File: src/rtl/fault_seq_pkg.sv
// Shared types and constants for the stuck-at fault campaign sequencer.
package fault_seq_pkg;
    localparam int NUM_VECS = 16;
    localparam int IDX_W    = 4;
    localparam int SITE_W   = 5;
    localparam int CNT_W    = 6;
    localparam logic [SITE_W-1:0] NO_FAULT = 5'd0;

    typedef enum logic [2:0] {
        IDLE,
        G_APPLY,
        G_SAMPLE,
        F_APPLY,
        F_SAMPLE,
        REPORT,
        FIN
    } state_t;
endpackage

File: src/rtl/fault_campaign_seq_if.sv
// Handshake/bus bundle between the campaign sequencer and the fault-injection harness.
interface fault_campaign_seq_if;
    import fault_seq_pkg::*;

    logic                start;
    logic                abort;
    logic                y_obs;
    logic                z_obs;
    logic [SITE_W-1:0]   sel;
    logic                control;
    logic [IDX_W-1:0]    vec;
    logic                busy;
    logic                det_valid;
    logic [SITE_W-1:0]   det_site;
    logic                det_sa;
    logic                detected;
    logic [CNT_W-1:0]    det_count;
    logic                done;

    modport master (
        output start, abort, y_obs, z_obs,
        input  sel, control, vec, busy, det_valid, det_site, det_sa, detected, det_count, done
    );

    modport slave (
        input  start, abort, y_obs, z_obs,
        output sel, control, vec, busy, det_valid, det_site, det_sa, detected, det_count, done
    );
endinterface

File: src/rtl/golden_store.sv
// Fault-free response table: one 2-bit {y,z} entry per test vector.
module golden_store
    import fault_seq_pkg::*;
(
    input  logic             clk,
    input  logic             rst_n,
    input  logic             i_wr_en,
    input  logic [IDX_W-1:0] i_idx,
    input  logic [1:0]       i_wr_data,
    output logic [1:0]       o_rd_data
);
    logic [1:0] r_mem [NUM_VECS];

    always_ff @(posedge clk or negedge rst_n) begin
        if (!rst_n) begin
            for (int i = 0; i < NUM_VECS; i++) begin
                r_mem[i] <= 2'b00;
            end
        end else if (i_wr_en) begin
            r_mem[i_idx] <= i_wr_data;
        end
    end

    assign o_rd_data = r_mem[i_idx];
endmodule

File: src/rtl/fault_campaign_seq.sv
// Stuck-at fault campaign sequencer: records golden responses for all 16 vectors,
// then replays them under every (site, stuck-at) fault and reports detection.
module fault_campaign_seq
    import fault_seq_pkg::*;
#(
    parameter int SETTLE    = 1,
    parameter int LAST_SITE = 16
) (
    input  logic                clk,
    input  logic                rst_n,
    fault_campaign_seq_if.slave bus
);
    localparam logic [IDX_W-1:0]  LAST_IDX    = IDX_W'(NUM_VECS - 1);
    localparam logic [IDX_W-1:0]  SETTLE_LAST = IDX_W'(SETTLE - 1);
    localparam logic [SITE_W-1:0] FINAL_SITE  = SITE_W'(LAST_SITE);

    state_t              r_state;
    state_t              w_next;
    logic [IDX_W-1:0]    r_settle;
    logic [IDX_W-1:0]    r_idx;
    logic [SITE_W-1:0]   r_site;
    logic                r_sa;
    logic                r_flag;
    logic [CNT_W-1:0]    r_det_count;

    logic [1:0]          w_sample;
    logic [1:0]          w_golden;
    logic                w_abort;
    logic                w_settled;
    logic                w_last_vec;
    logic                w_last_fault;
    logic                w_gold_we;
    logic [SITE_W-1:0]   w_sel;
    logic                w_control;
    logic [IDX_W-1:0]    w_vec;
    logic                w_det_valid;
    logic                w_done;

    assign w_sample     = {bus.y_obs, bus.z_obs};
    assign w_abort      = bus.abort && (r_state != IDLE);
    assign w_settled    = (r_settle == SETTLE_LAST);
    assign w_last_vec   = (r_idx == LAST_IDX);
    assign w_last_fault = (r_site == FINAL_SITE) && r_sa;

    golden_store u_golden (
        .clk       (clk),
        .rst_n     (rst_n),
        .i_wr_en   (w_gold_we),
        .i_idx     (r_idx),
        .i_wr_data (w_sample),
        .o_rd_data (w_golden)
    );

    always_ff @(posedge clk or negedge rst_n) begin
        if (!rst_n) begin
            r_state <= IDLE;
        end else begin
            r_state <= w_next;
        end
    end

    always_comb begin
        w_next      = r_state;
        w_sel       = NO_FAULT;
        w_control   = 1'b0;
        w_vec       = '0;
        w_det_valid = 1'b0;
        w_done      = 1'b0;
        w_gold_we   = 1'b0;
        case (r_state)
            IDLE: begin
                if (bus.start && !bus.abort) w_next = G_APPLY;
            end
            G_APPLY: begin
                w_vec = r_idx;
                if (w_settled) w_next = G_SAMPLE;
            end
            G_SAMPLE: begin
                w_vec     = r_idx;
                w_gold_we = 1'b1;
                w_next    = w_last_vec ? F_APPLY : G_APPLY;
            end
            F_APPLY: begin
                w_sel     = r_site;
                w_control = r_sa;
                w_vec     = r_idx;
                if (w_settled) w_next = F_SAMPLE;
            end
            F_SAMPLE: begin
                w_sel     = r_site;
                w_control = r_sa;
                w_vec     = r_idx;
                w_next    = w_last_vec ? REPORT : F_APPLY;
            end
            REPORT: begin
                w_det_valid = 1'b1;
                w_next      = w_last_fault ? FIN : F_APPLY;
            end
            FIN: begin
                w_done = 1'b1;
                w_next = IDLE;
            end
            default: w_next = IDLE;
        endcase
        // A cancel wins over whatever the current state would have reported.
        if (w_abort) begin
            w_next      = IDLE;
            w_det_valid = 1'b0;
            w_done      = 1'b0;
            w_gold_we   = 1'b0;
        end
    end

    always_ff @(posedge clk or negedge rst_n) begin
        if (!rst_n) begin
            r_settle    <= '0;
            r_idx       <= '0;
            r_site      <= NO_FAULT;
            r_sa        <= 1'b0;
            r_flag      <= 1'b0;
            r_det_count <= '0;
        end else if (w_abort) begin
            r_flag <= 1'b0;
        end else begin
            case (r_state)
                IDLE: begin
                    if (w_next == G_APPLY) begin
                        r_settle    <= '0;
                        r_idx       <= '0;
                        r_site      <= NO_FAULT;
                        r_sa        <= 1'b0;
                        r_flag      <= 1'b0;
                        r_det_count <= '0;
                    end
                end
                G_APPLY, F_APPLY: begin
                    r_settle <= w_settled ? '0 : r_settle + 4'd1;
                end
                G_SAMPLE: begin
                    r_idx <= r_idx + 4'd1;
                    if (w_last_vec) begin
                        r_site <= 5'd1;
                        r_sa   <= 1'b0;
                    end
                end
                F_SAMPLE: begin
                    r_idx <= r_idx + 4'd1;
                    if (w_sample != w_golden) r_flag <= 1'b1;
                end
                REPORT: begin
                    r_flag <= 1'b0;
                    if (r_flag) r_det_count <= r_det_count + 6'd1;
                    if (r_sa) begin
                        r_site <= r_site + 5'd1;
                        r_sa   <= 1'b0;
                    end else begin
                        r_sa <= 1'b1;
                    end
                end
                default: ;
            endcase
        end
    end

    assign bus.sel       = w_sel;
    assign bus.control   = w_control;
    assign bus.vec       = w_vec;
    assign bus.busy      = (r_state != IDLE);
    assign bus.det_valid = w_det_valid;
    assign bus.det_site  = w_det_valid ? r_site : NO_FAULT;
    assign bus.det_sa    = w_det_valid & r_sa;
    assign bus.detected  = w_det_valid & r_flag;
    assign bus.det_count = r_det_count;
    assign bus.done      = w_done;
endmodule
File: src/flat_wrapper.sv
// flat-port wrapper written by rule: the top's interface ports become plain ports
module fault_campaign_seq_flat import fault_seq_pkg::*;
#(
    parameter int SETTLE    = 1,
    parameter int LAST_SITE = 16
)
  (clk, rst_n, bus_start, bus_abort, bus_y_obs, bus_z_obs, bus_sel, bus_control, bus_vec, bus_busy, bus_det_valid, bus_det_site, bus_det_sa, bus_detected, bus_det_count, bus_done);
  fault_campaign_seq_if bus_i ();
  input  logic clk;
  input  logic rst_n;
  input wire logic [$bits(bus_i.start)-1:0] bus_start;
  input wire logic [$bits(bus_i.abort)-1:0] bus_abort;
  input wire logic [$bits(bus_i.y_obs)-1:0] bus_y_obs;
  input wire logic [$bits(bus_i.z_obs)-1:0] bus_z_obs;
  output wire logic [$bits(bus_i.sel)-1:0] bus_sel;
  output wire logic [$bits(bus_i.control)-1:0] bus_control;
  output wire logic [$bits(bus_i.vec)-1:0] bus_vec;
  output wire logic [$bits(bus_i.busy)-1:0] bus_busy;
  output wire logic [$bits(bus_i.det_valid)-1:0] bus_det_valid;
  output wire logic [$bits(bus_i.det_site)-1:0] bus_det_site;
  output wire logic [$bits(bus_i.det_sa)-1:0] bus_det_sa;
  output wire logic [$bits(bus_i.detected)-1:0] bus_detected;
  output wire logic [$bits(bus_i.det_count)-1:0] bus_det_count;
  output wire logic [$bits(bus_i.done)-1:0] bus_done;
  assign bus_i.start = bus_start;
  assign bus_i.abort = bus_abort;
  assign bus_i.y_obs = bus_y_obs;
  assign bus_i.z_obs = bus_z_obs;
  assign bus_sel = bus_i.sel;
  assign bus_control = bus_i.control;
  assign bus_vec = bus_i.vec;
  assign bus_busy = bus_i.busy;
  assign bus_det_valid = bus_i.det_valid;
  assign bus_det_site = bus_i.det_site;
  assign bus_det_sa = bus_i.det_sa;
  assign bus_detected = bus_i.detected;
  assign bus_det_count = bus_i.det_count;
  assign bus_done = bus_i.done;
  fault_campaign_seq #(.SETTLE(SETTLE), .LAST_SITE(LAST_SITE)) u_core (.clk(clk), .rst_n(rst_n), .bus(bus_i));
endmodule
File: config.mk
export PLATFORM = sky130hd
export DESIGN_NAME = fault_campaign_seq_flat
export DESIGN_NICKNAME = d
export VERILOG_FILES = /design/src/rtl/fault_seq_pkg.sv /design/src/rtl/fault_campaign_seq_if.sv /design/src/rtl/golden_store.sv /design/src/rtl/fault_campaign_seq.sv /design/src/flat_wrapper.sv
export SDC_FILE = /design/constraint.sdc
export NUM_CORES = 1
export LEC_CHECK = 0
export BUFFER_PORTS_ARGS = -buffer_cell sky130_fd_sc_hd__buf_2
export CORE_MARGIN = 2
export CORE_UTILIZATION = 30
export CTS_CLUSTER_DIAMETER = 100
export DETAILED_ROUTE_END_ITERATION = 7
export HOLD_SLACK_MARGIN = 0.05
export PLACE_DENSITY_LB_ADDON = 0.12
export SLEW_MARGIN = 20
export SYNTH_ARGS = -nofsm -noshare
export SYNTH_HDL_FRONTEND = slang
export SYNTH_HIERARCHICAL = 1
export SYNTH_SLANG_ARGS = --single-unit
export TNS_END_PERCENT = 20
File: constraint.sdc
create_clock -name clk -period 2.8 [get_ports clk]
set_input_delay 0 -clock clk [delete_from_list [all_inputs] [get_ports clk]]
set_output_delay 0 -clock clk [all_outputs]
set_load 0.05 [all_outputs]
==> out/results.txt <==
Routability cong.: 0.763
Avg Inst Size Synth: 10.5 um2
Initial antenna violation count: 0
Layout overhead on the synthesized area: 11.2%
Static leakage: 0.00169 uW
Drc violations: 0
Port Buffers: 31
Post-synth net total: 325
Critical path fanouts, max: 10
Core area: 10700 um2
CP Class: reg2reg
CP required: 3.00 ns
Share of cells above drive strength 1: 25.1%
Synth top area share: 42.6%
Unrepaired setup endpoints after global routing: no
Highest metal used: met4
Crit end category: register
Skew final: 0.0104 ns
Vias per cell: 5.07
Maximum vdd ir drop: 0.000204 V
Synth area leaders: dfrtp_1, mux2_2, mux4_2
Worst hold path class: in2reg
Area fraction in compound gates after synthesis: 10.4%
Starting DRC count in detailed routing: 74
WL met3: 194 um
Seq cells post-synth: 56
Ys async rst share: 100%
Nets@finish: 351
M1 wire length: 3760 um
Clock Latency Late Sink: 0.31 ns
Routed WL per cell: 16.1 um
Mapped Cells: 313
Status: complete, no violations
Ys flop type: dfrtp_1
Final Cycle Share: 83.9%
Mux share of post-synthesis cell area: 18.0%
Starting Density: 30.6%
Clk root buf: clkbuf_8
Global route total overflow: 0
Top achievable clock speed: 426 MHz
Die Y: 109 um
Die W: 109 um
Crit path arrival time: 2.55 ns
CTS tree: done
CTS sink count: 56
Most common cell after layout, fill and taps aside: dfrtp_1
Drt first pass iters: 4
Post-Synth Simple-Gate Area: 21.4%
Number of synthesized flops with an enable pin: 0
Largest net degree at the start of global routing: 35
Setup_tns: 0 ns
Synth Warn #: 6
CTS clock-pin slew for the worst setup and hold paths: 0.11 ns
Post-route cell area: 3660 um2
Cell Area, Placed: 3570 um2
Total CTS buffers: 5
H-tree Lvls: 2
Post-CTS resize count: 0
PD cells: 562 nW/um2
Synth Area in XOR/XNOR: 1.33%
Max-cap violation count: 0
FF-to-FF path depth: 7
Antenna Cells: 0
Drt total wl: 7710 um
Number of global-route vias before repair: 2491
Most frequent cells in the layout: dfrtp_1, buf_2, mux2_2
Relative slew slack: 62.0%
Seq/Total Area, Yosys: 42.6%
Cell Area, Synth: 3290 um2
GRT Total Usage: 13.7%
Worst Tran Pin Value: 0.570 ns
Io pins: 32
Met2 wire len: 3670 um
Vias after detailed routing: 2427
Fin crit period: 2.35 ns
Cell taking the most area after synthesis: dfrtp_1
Die Footprint: 11800 um2
Largest family of logic cells by synthesized area: simple AND/OR/NAND/NOR gates
Post-route ant nets: 0
Number of placement rows: 38
Final Hold Fails: 0
Startpoint Class: register
Synth Area in Adders: 2.28%
Global-route wire length before repair: 12800 um
Min-Delay Path Depth: 2
Setup violators final: 0
DP HPWL: 5340 um
Final count of pins violating max slew: 0
Synth unique cells: 58
CTS max path bufs: 2
[critical path, stage by stage (launching register included)]
cell,delay [ns]
dfrtp_1,0.70
mux4_2,0.57
a22oi_1,0.20
nand3_1,0.11
xor2_1,0.16
nor2_1,0.20
o31ai_1,0.09
a41o_1,0.22
[flip-flops by register name, summed over array words and instances (netlist names)]
| signal | count |
|---|---|
| u_core/u_golden/r_mem | 32 |
| u_core/bus.det_count | 6 |
| u_core/r_site | 5 |
| u_core/r_idx | 4 |
| u_core/r_settle | 4 |
| u_core/r_state | 3 |
| u_core/r_flag | 1 |
| u_core/r_sa | 1 |
[cell families (layout without fill, tap and decap cells)]
kind of cell	Yosys count	in the layout
multiplexers	43	43
AO/OA/AOI/OAI	50	50
flip-flops	56	56
buffers and inverters	26	52
XOR/XNOR	5	5
adder cells (fa/ha/maj)	6	6
AND/OR/NAND/NOR	127	127
[synthesized netlist by cell type, drive strengths merged, types with 2 or more instances]
cell type / n
a211o: 2
a21oi: 6
a22o: 4
a22oi: 2
a31oi: 2
a32o: 2
and2: 17
buf: 10
clkbuf: 11
dfrtp: 56
ha: 6
inv: 4
mux2: 33
mux2i: 2
mux4: 8
nand2: 24
nand2b: 6
nand3: 14
nand3b: 5
nand4: 4
nor2: 24
nor2b: 6
nor3: 5
nor3b: 5
nor4: 5
nor4b: 2
o21ai: 16
o21bai: 3
o31ai: 4
or2: 2
or3: 4
or3b: 2
xnor2: 2
xor2: 3
[power by group]
group          internal, uW  switching [uW]
clock                   171             270
combinational           274             296
sequential              904             141
[path summary, 6_finish.rpt]
kind	from	end	slack, ns
worst max-delay path	u_core/r_idx[0]	u_core/r_flag	0.45
worst min-delay path	bus_abort	u_core/r_state[0]	0.09
worst max register to register	u_core/r_idx[0]	u_core/r_flag	0.45
worst min register to register	u_core/u_golden/r_mem[11]	u_core/u_golden/r_mem[11]	0.49
max in group asynchronous	rst_n	u_core/u_golden/r_mem[7]	1.73
min in group asynchronous	rst_n	u_core/r_site[2]	0.20
[timing repair]
| action | 4_1_cts | 5_1_grt |
|---|---|---|
| hold buffers | 1 | 0 |
| buffers inserted | 0 | 0 |
| hold endpoints to repair | 22 | 0 |
[metrics by stage]
step	hold slack (ns)	utilization, %	instances	total power, uW	setup slack (ns)
2_1_floorplan	-0.296	-	313	1490	0.501
3_3_place_gp	0.0336	33.2	471	1640	0.520
3_5_place_dp	0.0342	33.2	471	1630	0.456
4_1_cts	0.0797	34.0	479	2090	0.442
5_1_grt	0.103	34.0	479	2180	0.327
6_report	0.0942	34.0	479	2060	0.451
[per-layer routing]
layer,vias up,track usage (%)
met5,-,0
met4,0,3.21
met3,7,2.21
met2,36,22.9
met1,1202,18.6
li1,1182,-
[final cells by class]
type | count | area (um2)
clock inverter | 2 | 12.5
timing repair buffer | 40 | 225
fill | 1171 | 7090
tap | 140 | 175
clock buffer | 5 | 68.8
inverter | 5 | 18.8
sequential | 56 | 1400
multi-input combinational | 231 | 1760
Note: power is estimated with default switching activity, not from simulation.
